**src/rtl/rf_arb_pkg.sv**
```systemverilog
// Shared types for the register-file write-port arbiter.
package rf_arb_pkg;

  localparam int unsigned RF_RAW = 4;
  localparam int unsigned RF_DW  = 8;

  typedef logic [RF_RAW-1:0] rf_addr_t;
  typedef logic [RF_DW-1:0]  rf_data_t;

  typedef struct packed {
    rf_addr_t addr;
    rf_data_t data;
  } wr_req_t;

  typedef enum logic {
    SRC_ALU = 1'b0,
    SRC_LD  = 1'b1
  } src_e;

  function automatic src_e other_src(input src_e s);
    return (s == SRC_ALU) ? SRC_LD : SRC_ALU;
  endfunction

endpackage

```
**src/rtl/rf_wr_slot.sv**
```systemverilog
// One-entry holding slot for a pending register-file write.
// A load on the same edge as a clear wins, so a draining slot can refill
// without a bubble.
module rf_wr_slot #(
  parameter int unsigned W = 12
) (
  input  logic         clk,
  input  logic         rst_n,
  input  logic         i_load,
  input  logic         i_clear,
  input  logic [W-1:0] i_d,
  output logic         o_valid,
  output logic [W-1:0] o_q
);

  // Capture on load, drop on clear; load takes priority over clear.
  always_ff @(posedge clk or negedge rst_n) begin
    if (!rst_n) begin
      o_valid <= 1'b0;
      o_q     <= '0;
    end else if (i_load) begin
      o_valid <= 1'b1;
      o_q     <= i_d;
    end else if (i_clear) begin
      o_valid <= 1'b0;
    end
  end

endmodule

```
**src/rtl/rf_write_arbiter.sv**
```systemverilog
// Two-source (ALU / load) arbiter onto the register file's single write port.
// Each source owns a one-entry slot; a round-robin pick drains the slots into
// a registered write port, except that same-address entries drain oldest first.
module rf_write_arbiter
  import rf_arb_pkg::*;
#(
  parameter int unsigned RAW = RF_RAW,
  parameter int unsigned DW  = RF_DW
) (
  input  logic                clk,
  input  logic                rst_n,
  input  logic                alu_req_i,
  input  logic [RAW-1:0]      alu_addr_i,
  input  logic [DW-1:0]       alu_data_i,
  output logic                alu_gnt_o,
  input  logic                ld_req_i,
  input  logic [RAW-1:0]      ld_addr_i,
  input  logic [DW-1:0]       ld_data_i,
  output logic                ld_gnt_o,
  output logic                wen_o,
  output logic [RAW-1:0]      waddr_o,
  output logic [DW-1:0]       wdata_o,
  output logic [(1<<RAW)-1:0] busy_o,
  output logic                idle_o
);

  localparam int unsigned NREG = 1 << RAW;

  typedef struct packed {
    logic [RAW-1:0] addr;
    logic [DW-1:0]  data;
  } slot_t;

  logic  w_alu_v, w_ld_v;
  slot_t w_alu_q, w_ld_q, w_alu_d, w_ld_d, w_win_q;
  logic  w_alu_acc, w_ld_acc, w_alu_win, w_ld_win, w_any;
  src_e  w_sel;
  src_e  r_last;
  logic  r_ld_older;

  assign w_alu_d = '{addr: alu_addr_i, data: alu_data_i};
  assign w_ld_d  = '{addr: ld_addr_i,  data: ld_data_i};

  rf_wr_slot #(.W($bits(slot_t))) u_alu_slot (
    .clk     (clk),
    .rst_n   (rst_n),
    .i_load  (w_alu_acc),
    .i_clear (w_alu_win),
    .i_d     (w_alu_d),
    .o_valid (w_alu_v),
    .o_q     (w_alu_q)
  );

  rf_wr_slot #(.W($bits(slot_t))) u_ld_slot (
    .clk     (clk),
    .rst_n   (rst_n),
    .i_load  (w_ld_acc),
    .i_clear (w_ld_win),
    .i_d     (w_ld_d),
    .o_valid (w_ld_v),
    .o_q     (w_ld_q)
  );

  // Pick the slot to issue: single valid wins, same-address goes oldest-first,
  // otherwise alternate away from the previous winner.
  always_comb begin
    w_any = w_alu_v | w_ld_v;
    w_sel = SRC_ALU;
    if (w_alu_v && w_ld_v) begin
      if (w_alu_q.addr == w_ld_q.addr) w_sel = r_ld_older ? SRC_LD : SRC_ALU;
      else                             w_sel = other_src(r_last);
    end else if (w_ld_v) begin
      w_sel = SRC_LD;
    end
    w_alu_win = w_any && (w_sel == SRC_ALU);
    w_ld_win  = w_any && (w_sel == SRC_LD);
    w_win_q   = (w_sel == SRC_LD) ? w_ld_q : w_alu_q;
  end

  assign alu_gnt_o = !w_alu_v || w_alu_win;
  assign ld_gnt_o  = !w_ld_v  || w_ld_win;
  assign w_alu_acc = alu_req_i && alu_gnt_o;
  assign w_ld_acc  = ld_req_i  && ld_gnt_o;

  // Age flag: set only when ALU accepts while an LD entry stays behind;
  // any other accept leaves ALU as the older (or tie-winning) entry.
  always_ff @(posedge clk or negedge rst_n) begin
    if (!rst_n)                        r_ld_older <= 1'b0;
    else if (w_alu_acc && w_ld_acc)    r_ld_older <= 1'b0;
    else if (w_alu_acc)                r_ld_older <= w_ld_v && !w_ld_win;
    else if (w_ld_acc)                 r_ld_older <= 1'b0;
  end

  // Registered write port; address/data hold when nothing issues.
  always_ff @(posedge clk or negedge rst_n) begin
    if (!rst_n) begin
      wen_o   <= 1'b0;
      waddr_o <= '0;
      wdata_o <= '0;
      r_last  <= SRC_LD;
    end else if (w_any) begin
      wen_o   <= 1'b1;
      waddr_o <= w_win_q.addr;
      wdata_o <= w_win_q.data;
      r_last  <= w_sel;
    end else begin
      wen_o   <= 1'b0;
    end
  end

  // Busy decode covers both slots and the write currently on the port.
  always_comb begin
    busy_o = '0;
    if (w_alu_v) busy_o = busy_o | (NREG'(1) << w_alu_q.addr);
    if (w_ld_v)  busy_o = busy_o | (NREG'(1) << w_ld_q.addr);
    if (wen_o)   busy_o = busy_o | (NREG'(1) << waddr_o);
  end

  assign idle_o = !w_alu_v && !w_ld_v && !wen_o;

endmodule

```
**config.mk**
```make
export PLATFORM = sky130hd
export DESIGN_NAME = rf_write_arbiter
export DESIGN_NICKNAME = d
export VERILOG_FILES = /design/src/rtl/rf_arb_pkg.sv /design/src/rtl/rf_wr_slot.sv /design/src/rtl/rf_write_arbiter.sv
export SDC_FILE = /design/constraint.sdc
export NUM_CORES = 1
export LEC_CHECK = 0
export ABC_AREA = 1
export ABC_CLOCK_PERIOD_IN_PS = 4500
export CORE_MARGIN = 1
export CORE_UTILIZATION = 40
export CTS_CLUSTER_SIZE = 24
export DETAILED_ROUTE_END_ITERATION = 12
export GPL_TIMING_DRIVEN = 1
export PLACE_DENSITY = 0.67
export SETUP_SLACK_MARGIN = 0.1
export SYNTH_ARGS = -nofsm -noshare
export SYNTH_HDL_FRONTEND = slang
export SYNTH_SLANG_ARGS = --single-unit
export TNS_END_PERCENT = 100
```
**constraint.sdc**
```tcl
create_clock -name clk -period 4.5 [get_ports clk]
set_input_delay 1.125 -clock clk [delete_from_list [all_inputs] [get_ports clk]]
set_output_delay 1.125 -clock clk [all_outputs]
set_load 0.02 [all_outputs]
```
==> impl_results.md, run 1 <==
- Largest family of logic cells by synthesized area: simple AND/OR/NAND/NOR gates
- Multiplexer share of the synthesized area: 0.03333
- FILL cells: about 550
- Pwr/cell area: 707.5 nW/um^2
- Util after Layout: 0.5482
- Mapped cell area: around 2400 um^2
- Global-route wire length before repair: 9936 um
- Global-route usage over all layers: 0.2046
- Syn nets: about 350
- Hold buffer count at CTS: 0
- Initial antenna violation count: 0
- Area contributors post-synth: dfrtp_1 (42%), nand2_1 (17%), nand3_1 (13%)
- Setup TNS Final: 0 ns
- Synth-to-Final Area Change: 28.75%
- Critical Path AT: around 2.5 ns
- Comb power frac: 0.560
- Final Power: between 0.002 and 0.0025 W
- Via count: roughly 2300
- Cell Count, Final, Fillers Out: 451
- Slew HR: 0.4037
- Num CTS Buffers: 5
- Die footprint: between 6000 and 7000 um^2
- DRT Wirelength: ~6000 um
- Final Max Slew Viols: 0
- Post-CTS resize count: 0
- Initial core utilization: 0.4258
- Hold Crit Class: reg -> reg
- Fin crit share: 0.7941
- Top-count cell post-synth: nand2_1
- Register area share after synthesis: 0.4276
- Share of the synthesized area in the top cell type: 0.4167
- Row cnt: 27
- Clock latency on the worst-skew pair: around 0.29 ns
- Dpl cells: between 400 and 500
- Clk pwr share: 0.112
- Switching share of power: 0.4742
- Cell internal pwr: ~0.0012 W
- Flop and latch count out of synthesis: between 40 and 50
- Synth cell types: 26
- DR iter-0 viols: 115
- CP Launch Type: flip-flop
- Sequential Power Share: 0.328
- Min Tclk post-route: between 3 and 4 ns
- Clock Path Buffers: 2
- Skew final: about 0.0054 ns
- Leakage power: ~1.5 nW
- CTS Root Cell: clkbuf_8
- Syn Inst Count: between 300 and 400
- DR vias/cell: 5.133
- Max cap viols: 0
- Worst slew pin tran: 0.8944 ns
- Setup Fix Bufs, Post-CTS: 0
- Hpwl dp: about 4400 um
- Asr flop ratio synth: 1.000
- Worst path required time: roughly 3.4 ns
- Die Span Y: 79.50 um
- TritonRoute pass-1 iters: 4
- Vias in the first global route: ~2100
- Worst-path fanout max: 18
- Post-synth EDFFs: 0
- Final setup viols: 0
- Worst-path clk slew: about 0.080 ns
- Chip Width: approximately 79 um
- Count of input and output buffers: 59
- CTS sink count: 41
- Sw Pwr: approximately 0.0010 W
- Max VDD drop: ~0.36 mV
- Post-Synth XOR/XNOR Area: 0
- Status: complete, no violations
- Core area: between 5000 and 6000 um^2
- DRT antenna net count: 0
- Pin count of the biggest net entering global routing: 42
- Final nets: 406
- Average wire per standard cell: between 10 and 15 um
- Top_reg_cell synth: dfrtp_1
- Post-synthesis compound-gate area fraction: 0.04375
- Unrepaired setup endpoints after global routing: false
- Post-synthesis simple-gate area fraction: 0.4078
- Layout cells sized above 1: 0.06332
- Drc violations: 0
- Yosys top cell by area: dfrtp_1
- Endpoints failing hold: 0
- Antenna Cells: 0
- Gr ovfl total: 0
- WS Path Type: reg -> out
- # IOs: 60
- YS warnings: 0
- CTS tree: done
- Gp weighted congestion: approximately 0.85
- Adder-Cell Fraction of Synth Area: 0
- Syn_area_per_cell: 7.415 um^2
- Setup crit end kind: output port
- Commonest cells post-synth: nand2_1 (111), nand3_1 (63), dfrtp_1 (40)
- Fmax achieved: around 280 MHz
- H-Tree Depth: 2
[flip-flops by register name, summed over array words and instances (netlist names)]
name / flops
r_last: 1
u_ld_slot.o_q: 12
r_ld_older: 1
waddr_o: 4
u_alu_slot.o_q: 12
wen_o: 1
u_alu_slot.o_valid: 1
wdata_o: 8
u_ld_slot.o_valid: 1
[cells in the final DEF, fill, tap and decap left out, types with 3 or more instances in the layout]
cell,Yosys,routed
nand2_1,111,111
o211ai_1,4,4
nand2_2,4,4
dfrtp_1,40,40
mux2i_1,8,8
nand3_1,63,63
o311ai_0,4,4
clkdlybuf4s50_1,0,58
nor3_1,5,5
clkbuf_8,0,6
inv_2,3,3
nand3b_1,8,8
nor2_1,17,17
inv_1,29,29
[power groups by stage]
stage	Sequential, W	Clock (W)	Combinational (W)
floorplan	0.000705	0	0.000811
global placement	0.000722	0	0.00122
detailed placement	0.000721	0	0.00123
CTS	0.000716	0.000250	0.00123
global route	0.000743	0.000267	0.00136
finish	0.000717	0.000244	0.00123
[metal layers]
metal | up-vias | global-route usage | wire length [um]
li1 | 1160 | - | -
met1 | 1082 | 0.2547 | 2718
met2 | 59 | 0.3393 | 2911
met3 | 14 | 0.03543 | 202
met4 | 0 | 0.1018 | 176
met5 | - | 0 | 0
[per-stage QoR]
| step | setup WS, ns | area (um^2) | hold slack, ns |
|---|---|---|---|
| after floorplan | 1.639 | 2402 | 0.4332 |
| after global placement | 1.232 | 3003 | 0.4443 |
| after detailed placement | 1.245 | 3003 | 0.4496 |
| after CTS | 0.9211 | 3093 | 0.4688 |
| after global routing | 0.7550 | 3093 | 0.4975 |
| final | 0.9267 | 3093 | 0.4663 |
[critical path, stage by stage (launching register included)]
cell             delay (ns)
dfrtp_1                0.74
nand2_1                0.28
o311ai_0               0.45
clkdlybuf4s50_1        0.68
[kinds of logic after synthesis]
logic type | count (synthesis)
and+or+nand+nor | 215
AOI/OAI and AO/OA | 14
buffers and inverters | 46
muxes | 8
DFF | 41
[cell type report]
class	instances	area, um^2	area share
clock buffers	8	90.09	0.02913
inverters	32	120.1	0.03883
multi-input cells	237	1165	0.3766
flip-flops and latches	41	1027	0.3321
well taps	72	90.09	0.02913
repair buffers	61	600.6	0.1942
[path summary, 6_finish.rpt]
check / start / to / slack, ns / depth (start not counted)
max: u_ld_slot.o_valid / busy_o[13] / 0.93 / 3
min: u_ld_slot.o_q[1] / u_ld_slot.o_q[1] / 0.47 / 2
max reg2reg: u_ld_slot.o_q[11] / r_ld_older / 2.47 / 10
min reg2reg: u_ld_slot.o_q[1] / u_ld_slot.o_q[1] / 0.47 / 2
max in group asynchronous: rst_n / u_alu_slot.o_q[10] / 2.98 / 1
min in group asynchronous: rst_n / u_ld_slot.o_q[1] / 0.96 / 1
Note: power is estimated with default switching activity, not from simulation.
==> inputs of run 2 (changes only) <==
Settings changed: ABC_CLOCK_PERIOD_IN_PS 4500 to 3500.
Clock period 4.5 ns to 3.5 ns, I/O delays scaled along.
==> run 2 against run 1 <==
Effect of this change: critical endpoint unchanged; cell area rose by 0.93%; sequential share of layout area decreased by 0.31 points; count of clock-buffer cells in the layout fell by 3; largest cell class unchanged; core utilization grew 0.51 points; combinational power up 38%; largest power group unchanged; first-iteration DRC count increased by 33%; clock power rose by 16%.
==> impl_results.md, run 2 (synthesis gave the netlist of run 1 again) <==
- Pre-CTS setup slack: 0.8669 ns
- Unrepaired setup endpoints after global routing: false
- DRT antenna net count: 0
- Crit path top cell by count: inv_1
- Initial core utilization: 0.4258
- Min Tclk post-route: slightly below 3 ns
- Max VDD drop: 0.4082 mV
- Final nets: around 410
- Hold buffer count at CTS: 0
- Status: complete, no violations
- Critical path's slowest cell: clkdlybuf4s50_1
- Buffers & Inverters on Critical Path: 3
- Gp weighted congestion: 0.8798
- Clock latency on the worst-skew pair: 0.29 ns
- Most common cell after layout, fill and taps aside: nand2_1
- Global-route usage over all layers: 0.2144
- Crit path depth: 5
- Layout cells sized above 1: 0.07833
- Post-CTS resize count: 0
- Biggest regs: u_alu_slot.o_q (12), u_ld_slot.o_q (12), wdata_o (8)
- Leakage power: ~1.5 nW
- Setup crit end kind: output port
- FILL cells: 567
- Final setup viols: 0
- Chip Width: just under 80 um
- Final Max Slew Viols: 0
- # IOs: 60
- Worst setup path start: u_ld_slot.o_q[8]
- Reg2reg setup slack: around 1.6 ns
- Commonest non-fill, non-tap cells in the layout: nand2_1 (111), nand3_1 (63), clkdlybuf4s50_1 (58)
- CTS tree: done
- Setup crit end: busy_o[13]
- Crit Reg-Reg Startpoint: u_alu_slot.o_q[9]
- R2R Path End: waddr_o[2]
- DR iter-0 viols: roughly 150
- DR vias/cell: between 5 and 6
- Vias in the first global route: 2293
- Final Power: 0.002850 W
- Initial antenna violation count: 0
- Fin worst setup slack: around 0.55 ns
- Hold Crit Class: reg -> reg
- Global-route wire length before repair: around 11000 um
- Worst path required time: approximately 2.6 ns
- Num CTS Buffers: 5
- Die footprint: about 6300 um^2
- Row cnt: 27
- Count of input and output buffers: a little under 60
- Critical Path, Cell by Cell: inv_1 -> nor2_1 -> inv_1 -> o311ai_0 -> clkdlybuf4s50_1
- Antenna Cells: 0
- Critical Path AT: approximately 2.1 ns
- Clock Path Buffers: 2
- Endpoints failing hold: 0
- Average wire per standard cell: approximately 14 um
- TritonRoute pass-1 iters: 5
- Worst slew pin tran: 0.9121 ns
- R2r worst-path depth: 11
- Util after Layout: 0.5533
- Pwr/cell area: around 900 nW/um^2
- Worst-path fanout max: 7
- CTS Root Cell: clkbuf_8
- H-Tree Depth: 2
- Fmax achieved: roughly 340 MHz
- Hpwl dp: roughly 4600 um
- Setup TNS Final: 0 ns
- Max cap viols: 0
- Gr ovfl total: 0
- DRT Wirelength: about 6200 um
- Drc violations: 0
- Via count: roughly 2300
- Worst-path clk slew: 0.07 ns
- WS Path Type: reg -> out
- Die Span Y: approximately 79 um
- Core area: 5642 um^2
- CP Launch Type: flip-flop
- Synth-to-Final Area Change: 29.95%
- Delay of the slowest critical-path stage: approximately 0.67 ns
- CTS sink count: 41
- Fin crit share: 0.8436
- Setup Fix Bufs, Post-CTS: 0
- Pin count of the biggest net entering global routing: between 40 and 50
- Cell family with most CP delay: buffers and inverters
- Skew final: between 0.005 and 0.006 ns
- Slew HR: 0.3920
## run 2: cell types whose count changed in the layout (fill, tap and decap cells not counted)
cell / change
clkbuf_1: -2
clkinv_2: +1
buf_4: +6
clkbuf_8: -1
## run 2: cell type report
class / instances / area (um^2) / area share
Clock buffer: 5 / 68.82 / 0.02204
Inverter: 32 / 120.1 / 0.03848
Clock inverter: 1 / 5.005 / 0.001603
Tap cell: 72 / 90.09 / 0.02886
Timing Repair Buffer: 67 / 645.6 / 0.2068
Sequential cell: 41 / 1027 / 0.3291
Multi-Input combinational cell: 237 / 1165 / 0.3731
## run 2: worst min-delay path by stage
stage	to	cells after the start	startpoint
final	u_ld_slot.o_q[1]	2	u_ld_slot.o_q[1]
after global routing	u_ld_slot.o_q[1]	2	u_ld_slot.o_q[1]
after detailed placement	u_ld_slot.o_q[1]	2	u_ld_slot.o_q[1]
after CTS	u_ld_slot.o_q[1]	2	u_ld_slot.o_q[1]
after floorplan	u_ld_slot.o_q[0]	2	u_ld_slot.o_q[0]
after global placement	u_ld_slot.o_q[2]	2	u_ld_slot.o_q[2]
## run 2: worst min-delay path, cell delays in order, from the launching register on
cell and delay [ns]:
dfrtp_1 0.34, nand2_1 0.05, nand2_1 0.05
## run 2: routing by layer
| metal | routed length (um) | GRT usage | part of all wire | up-vias |
|---|---|---|---|---|
| met4 | 120 | 0.08182 | 0.019 | 0 |
| met2 | 3072 | 0.3598 | 0.49 | 72 |
| met5 | 0 | 0 | 0 | - |
| li1 | - | - | - | 1168 |
| met1 | 2787 | 0.2739 | 0.45 | 1099 |
| met3 | 256 | 0.03657 | 0.041 | 8 |
## run 2: report_power, final
part	switching, W	internal, W
Clock	0.000152	0.000131
Combinational	0.00103	0.000672
Sequential	0.000181	0.000682
Total	0.00136	0.00149
## run 2: stage by stage
stage / instances / cell area (um^2) / hold slack [ns]
floorplan: 324 / 2402 / 0.4332
global placement: 449 / 3048 / 0.4458
detailed placement: 449 / 3048 / 0.4500
CTS: 455 / 3122 / 0.4685
global route: 455 / 3122 / 0.5055
finish: 455 / 3122 / 0.4650
